<file path="config.mk">
export PLATFORM = sky130hd
export DESIGN_NAME = turn_arbiter
export DESIGN_NICKNAME = d
export VERILOG_FILES = /design/src/rtl/turn_arbiter.sv
export SDC_FILE = /design/constraint.sdc
export NUM_CORES = 1
export LEC_CHECK = 0
export CAP_MARGIN = 20
export CORE_AREA = 8 8 91 93
export DETAILED_ROUTE_END_ITERATION = 12
export DIE_AREA = 0 0 99 101
export HOLD_SLACK_MARGIN = 0.02
export SLEW_MARGIN = 25
export SYNTH_ARGS = -nofsm -noshare
export SYNTH_HDL_FRONTEND = slang
export SYNTH_SLANG_ARGS = --single-unit
</file>
<file path="constraint.sdc">
create_clock -name clk -period 1.8 [get_ports clk]
set_input_delay 0.36 -clock clk [delete_from_list [all_inputs] [get_ports clk]]
set_output_delay 0.36 -clock clk [all_outputs]
set_load 0.01 [all_outputs]
</file>
<file path="src/rtl/turn_arbiter.sv">
// +--------------------------------------------------------------------------+
// | turn_arbiter : turn scheduler between two players and shot resolution    |
// | Rev 1.0 - initial release                                                |
// +--------------------------------------------------------------------------+
`default_nettype none

module turn_arbiter #(
  parameter int COORD_W           = 4,
  parameter int TIMEOUT_CYC       = 1000,
  parameter int EXTRA_SHOT_ON_HIT = 1
) (
  input  logic               clk,
  input  logic               rst,
  input  logic               start_pulse,
  input  logic               fire_a,
  input  logic               fire_b,
  input  logic [COORD_W-1:0] coord_a,
  input  logic [COORD_W-1:0] coord_b,
  output logic               shot_valid,
  input  logic               shot_ready,
  output logic               shot_player,
  output logic [COORD_W-1:0] shot_coord,
  input  logic               result_valid,
  input  logic               result_hit,
  input  logic               game_over,
  output logic               turn,
  output logic               busy,
  output logic               illegal_a,
  output logic               illegal_b,
  output logic               skip_pulse,
  output logic               winner_valid,
  output logic               winner,
  output logic [7:0]         shot_count
);

  localparam int TIMER_W = (TIMEOUT_CYC > 0) ? $clog2(TIMEOUT_CYC + 1) : 1;
  localparam logic [TIMER_W-1:0] TIMER_LAST =
      TIMER_W'((TIMEOUT_CYC > 0) ? TIMEOUT_CYC - 1 : 0);
  localparam bit TIMEOUT_EN = (TIMEOUT_CYC != 0);
  localparam bit KEEP_ON_HIT = (EXTRA_SHOT_ON_HIT != 0);

  typedef enum logic [2:0] {
    IDLE        = 3'd0,
    WAIT_FIRE   = 3'd1,
    ISSUE       = 3'd2,
    WAIT_RESULT = 3'd3,
    DONE        = 3'd4
  } state_t;

  state_t               state;
  logic [TIMER_W-1:0]   timer;

  logic fire_cur;
  logic timeout_hit;

  assign fire_cur    = turn ? fire_b : fire_a;
  assign timeout_hit = TIMEOUT_EN && (timer == TIMER_LAST);

  always_ff @(posedge clk or negedge rst) begin
    if (!rst) begin
      state        <= IDLE;
      timer        <= '0;
      shot_valid   <= 1'b0;
      shot_player  <= 1'b0;
      shot_coord   <= '0;
      turn         <= 1'b0;
      busy         <= 1'b0;
      illegal_a    <= 1'b0;
      illegal_b    <= 1'b0;
      skip_pulse   <= 1'b0;
      winner_valid <= 1'b0;
      winner       <= 1'b0;
      shot_count   <= 8'd0;
    end else begin
      illegal_a  <= 1'b0;
      illegal_b  <= 1'b0;
      skip_pulse <= 1'b0;

      case (state)
        IDLE, DONE: begin
          // Fire pulses outside a game are silently dropped.
          if (start_pulse) begin
            state        <= WAIT_FIRE;
            turn         <= 1'b0;
            timer        <= '0;
            shot_count   <= 8'd0;
            busy         <= 1'b1;
            winner_valid <= 1'b0;
          end
        end

        WAIT_FIRE: begin
          illegal_a <= fire_a & turn;
          illegal_b <= fire_b & ~turn;
          if (fire_cur) begin
            shot_player <= turn;
            shot_coord  <= turn ? coord_b : coord_a;
            shot_valid  <= 1'b1;
            state       <= ISSUE;
          end else if (timeout_hit) begin
            skip_pulse <= 1'b1;
            turn       <= ~turn;
            timer      <= '0;
          end else if (TIMEOUT_EN) begin
            timer <= timer + 1'b1;
          end
        end

        ISSUE: begin
          illegal_a <= fire_a;
          illegal_b <= fire_b;
          if (shot_ready) begin
            shot_valid <= 1'b0;
            state      <= WAIT_RESULT;
            if (shot_count != 8'hFF) begin
              shot_count <= shot_count + 8'd1;
            end
          end
        end

        WAIT_RESULT: begin
          illegal_a <= fire_a;
          illegal_b <= fire_b;
          if (result_valid) begin
            if (game_over) begin
              state        <= DONE;
              winner       <= shot_player;
              winner_valid <= 1'b1;
              busy         <= 1'b0;
            end else begin
              if (!(result_hit && KEEP_ON_HIT)) begin
                turn <= ~turn;
              end
              timer <= '0;
              state <= WAIT_FIRE;
            end
          end
        end

        default: begin
          state      <= IDLE;
          busy       <= 1'b0;
          shot_valid <= 1'b0;
        end
      endcase
    end
  end

endmodule

`default_nettype wire

</file>
==> results_dict.tcl, run 1 <==
set metrics [dict create \
    via_count 1767 \
    clockRootBuffer "clkbuf_8" \
    grt_busiest_layer "met2" \
    met2_usage_pct 17.72 \
    num_rows 31 \
    regToRegSetupSlack_ps 60 \
    io_buffers 37 \
    dp.cells 336 \
    fin_cells 343 \
    syn_area_um2 1917 \
    gp_congestion 0.7902 \
    cts_tree "yes" \
    ys_seq_elements 34 \
    routedWlPerCell_um 15.18 \
    via_per_inst 5.152 \
    crit_family "compound AO/OA/AOI/OAI gates" \
    worstReg2RegStart "state[1]" \
    hold_viol_final 0 \
    synth_cell_types 48 \
    hold_path.class "in -> async" \
    synth_flop_cell "dfrtp_1" \
    hold_buffers 0 \
    clock.fmax_ghz 0.5755 \
    p_leak_uw 0.001231 \
    ant_nets 0 \
    powerDensity_nw_per_um2 1339 \
    grt_use_met1_pct 12.77 \
    fillers 688 \
    drt_iter0_markers 73 \
    drv_slew 0 \
    clockBufferDepth 2 \
    slew_headroom_pct 69.82 \
    reg2reg_depth 5 \
    finalCritPeriodShare_pct 96.53 \
    worstSetupPathType "reg -> reg" \
    skew_ps 8.219 \
    synthCells 189 \
    worstPathRequired_ps 1970 \
    post_route_cells_drive_above_1_share_pct 24.52 \
    setup_viol_count_final 0 \
    fp.dieW_um 99 \
    status "finished, final reports clean" \
    grt_pass1_wl_mm 8.756 \
    start_util_pct 27.61 \
    vdd_drop_max_uv 636.0 \
    whs_ps 478.3 \
    grt_max_degree 35 \
    die_h_um 101 \
    remaining_drc_errors 0 \
    grt_pass1_vias 1849 \
    critPathLaunchType "flip-flop" \
    cpMaxStageDelayCell "dfrtp_2" \
    coreArea_um2 6943 \
    io_pins 38 \
    tightest_slew_ps 452.6 \
    stdcell_area_um2 2743 \
    cp_cell_sequence "and2b_1 -> a31o_2 -> or2_0 -> buf_4 -> a221o_1" \
    synth_nets 208 \
    grt_usage_pct 10.74 \
    period_minus_slack_ps 1738 \
    nets 281 \
    ys_seq_area_share_pct 44.39 \
    rsz0062_at_grt "no" \
    antenna_found_initial 0 \
    gr-usage-met3_pct 4.075 \
    end_kind "flip-flop" \
    cts_buffers 5 \
    drv_cap 0 \
    syn_to_final_growth_pct 43.08 \
    arrival_ps 1900 \
    r2r-end "timer[6]" \
    async_flop_share_pct 100.0 \
    cts_max_level 2 \
    synth_area_per_cell_um2 10.14 \
    synth_edf_count 0 \
    numClockSinks 34 \
    path_clk_slew_ps 70 \
    grt_overflow 0 \
    hpwl_mm 3.840 \
    ys_warn_count 0 \
    insertion_delay_ps 280 \
    die_area_um2 9999 \
    wl_mm 5.207 \
    antenna_cells 0 \
    crit_path_max_incr_delay_ps 480 \
    dpl_cell_area_um2 2614 \
    worstPathMaxFanout 10 \
    firstDrtPassIters 4 \
    path_buf_inv 1 \
]
==> logic make-up after synthesis <==
kind of cell    count (synthesis)  share of synthesized area (%)
compound gates                 53                          21.54
buf+inv                        13                          3.655
flops                          34                          44.39
simple gates                   76                          22.52
fa+ha+maj                       2                          1.305
mux                            11                          6.593
==> worst reg2reg max path, cell delays in order, from the launching register on <==
cell	delay, ps
dfrtp_2	480
and2b_1	200
a31o_2	250
or2_0	190
buf_4	160
a221o_1	350
==> how the worst max path moves through the flow <==
| stage | start | end | slack, ps | depth (start not counted) |
|---|---|---|---|---|
| floorplan | turn | timer[6] | 1 | 6 |
| global placement | game_over | timer[9] | -270 | 6 |
| detailed placement | game_over | timer[6] | -280 | 6 |
| CTS | state[1] | timer[6] | 4 | 4 |
| global route | state[2] | timer[9] | 0.6 | 5 |
| finish | state[1] | timer[6] | 60 | 5 |
==> area by class of cell <==
class	count	area [µm²]	share of cell area (%)
inverters	5	18.77	0.6843
flip-flops and latches	34	853.3	31.11
clock buffers	6	82.58	3.011
multi-input cells	142	1028	37.50
well taps	82	102.6	3.741
repair buffers	74	656.9	23.95
==> synth_stat cells, types with 2 or more instances <==
master / count / share of area [%]
mux2i_1: 7 / 3.7
a22o_1: 4 / 1.8
a221o_1: 4 / 2.1
nor2b_1: 2 / 0.65
o21ai_0: 6 / 1.6
a211o_1: 3 / 1.4
nand2_1: 8 / 1.6
and2_1: 2 / 0.65
nor2_1: 20 / 3.9
and4bb_2: 2 / 1.3
a21oi_1: 15 / 3.9
nor3b_1: 4 / 1.6
o41ai_1: 9 / 4.1
inv_1: 5 / 0.98
mux2_2: 2 / 1.2
clkbuf_1: 3 / 0.59
nor3_1: 5 / 1.3
ha_1: 2 / 1.3
nand3_1: 9 / 2.3
nand3b_1: 2 / 0.78
o31ai_1: 3 / 1.2
dfrtp_1: 34 / 44
and3_1: 9 / 2.9
buf_6: 2 / 1.2
nand2b_1: 4 / 1.3
==> routing by layer <==
layer  share of wire [%]  up-vias
met5                   0        -
li1                    -      858
met1                  47      862
met4                0.23        0
met2                  47       45
met3                 5.2        2
==> flip-flops by register name, indices dropped and copies added, names as in the netlist <==
signal        count
shot_valid        1
illegal_a         1
winner_valid      1
state             3
shot_coord        4
busy              1
winner            1
timer            10
turn              1
skip_pulse        1
illegal_b         1
shot_count        8
shot_player       1
==> where the power goes <==
part | total [µW] | leakage (µW) | switching, µW | internal [µW]
clock | 563 | 0.0000431 | 268 | 295
sequential | 1120 | 0.000443 | 173 | 950
combinational | 1980 | 0.000745 | 938 | 1050
==> cells in the final DEF (no fill, tap or decap), types with 4 or more instances in the layout <==
cell type        synthesis  routed
buf_4                    1      36
clkdlybuf4s50_1          0      35
dfrtp_1                 34      32
nor2_1                  20      18
a21oi_1                 15      15
nand3_1                  9       9
and3_1                   9       9
nand2_1                  8       8
mux2i_1                  7       7
o41ai_1                  9       7
clkbuf_8                 0       6
inv_1                    5       5
o21ai_0                  6       5
nor3b_1                  4       4
a221o_1                  4       4
nand2b_1                 4       4
a22o_1                   4       4
==> stage by stage <==
| step | power, µW | setup slack [ps] | TNS, ps | utilization [%] |
|---|---|---|---|---|
| after floorplan | 2181 | 1.054 | 0 | - |
| after global placement | 3046 | -266.9 | -3762 | 37.65 |
| after detailed placement | 3069 | -283.8 | -3843 | 37.65 |
| after CTS | 3655 | 3.738 | 0 | 38.93 |
| after global routing | 3928 | 0.5904 | 0 | 39.50 |
| final | 3671 | 62.39 | 0 | 39.50 |
==> timing repair <==
action | 4_1_cts | 5_1_grt
endpoints found under the hold margin | 0 | 0
resized for setup | 2 | 10
endpoints found under the setup margin | 3 | 14
gates cloned | 0 | 0
pin swaps | 0 | 1
buffers inserted | 0 | 1
(Power assumes the default switching activity.)
==> run 2: changes to the inputs <==
CAP_MARGIN = unset   (was 20)
==> results of run 2 <==
No change in the layout: final DEF, timing and power equal those of run 1.
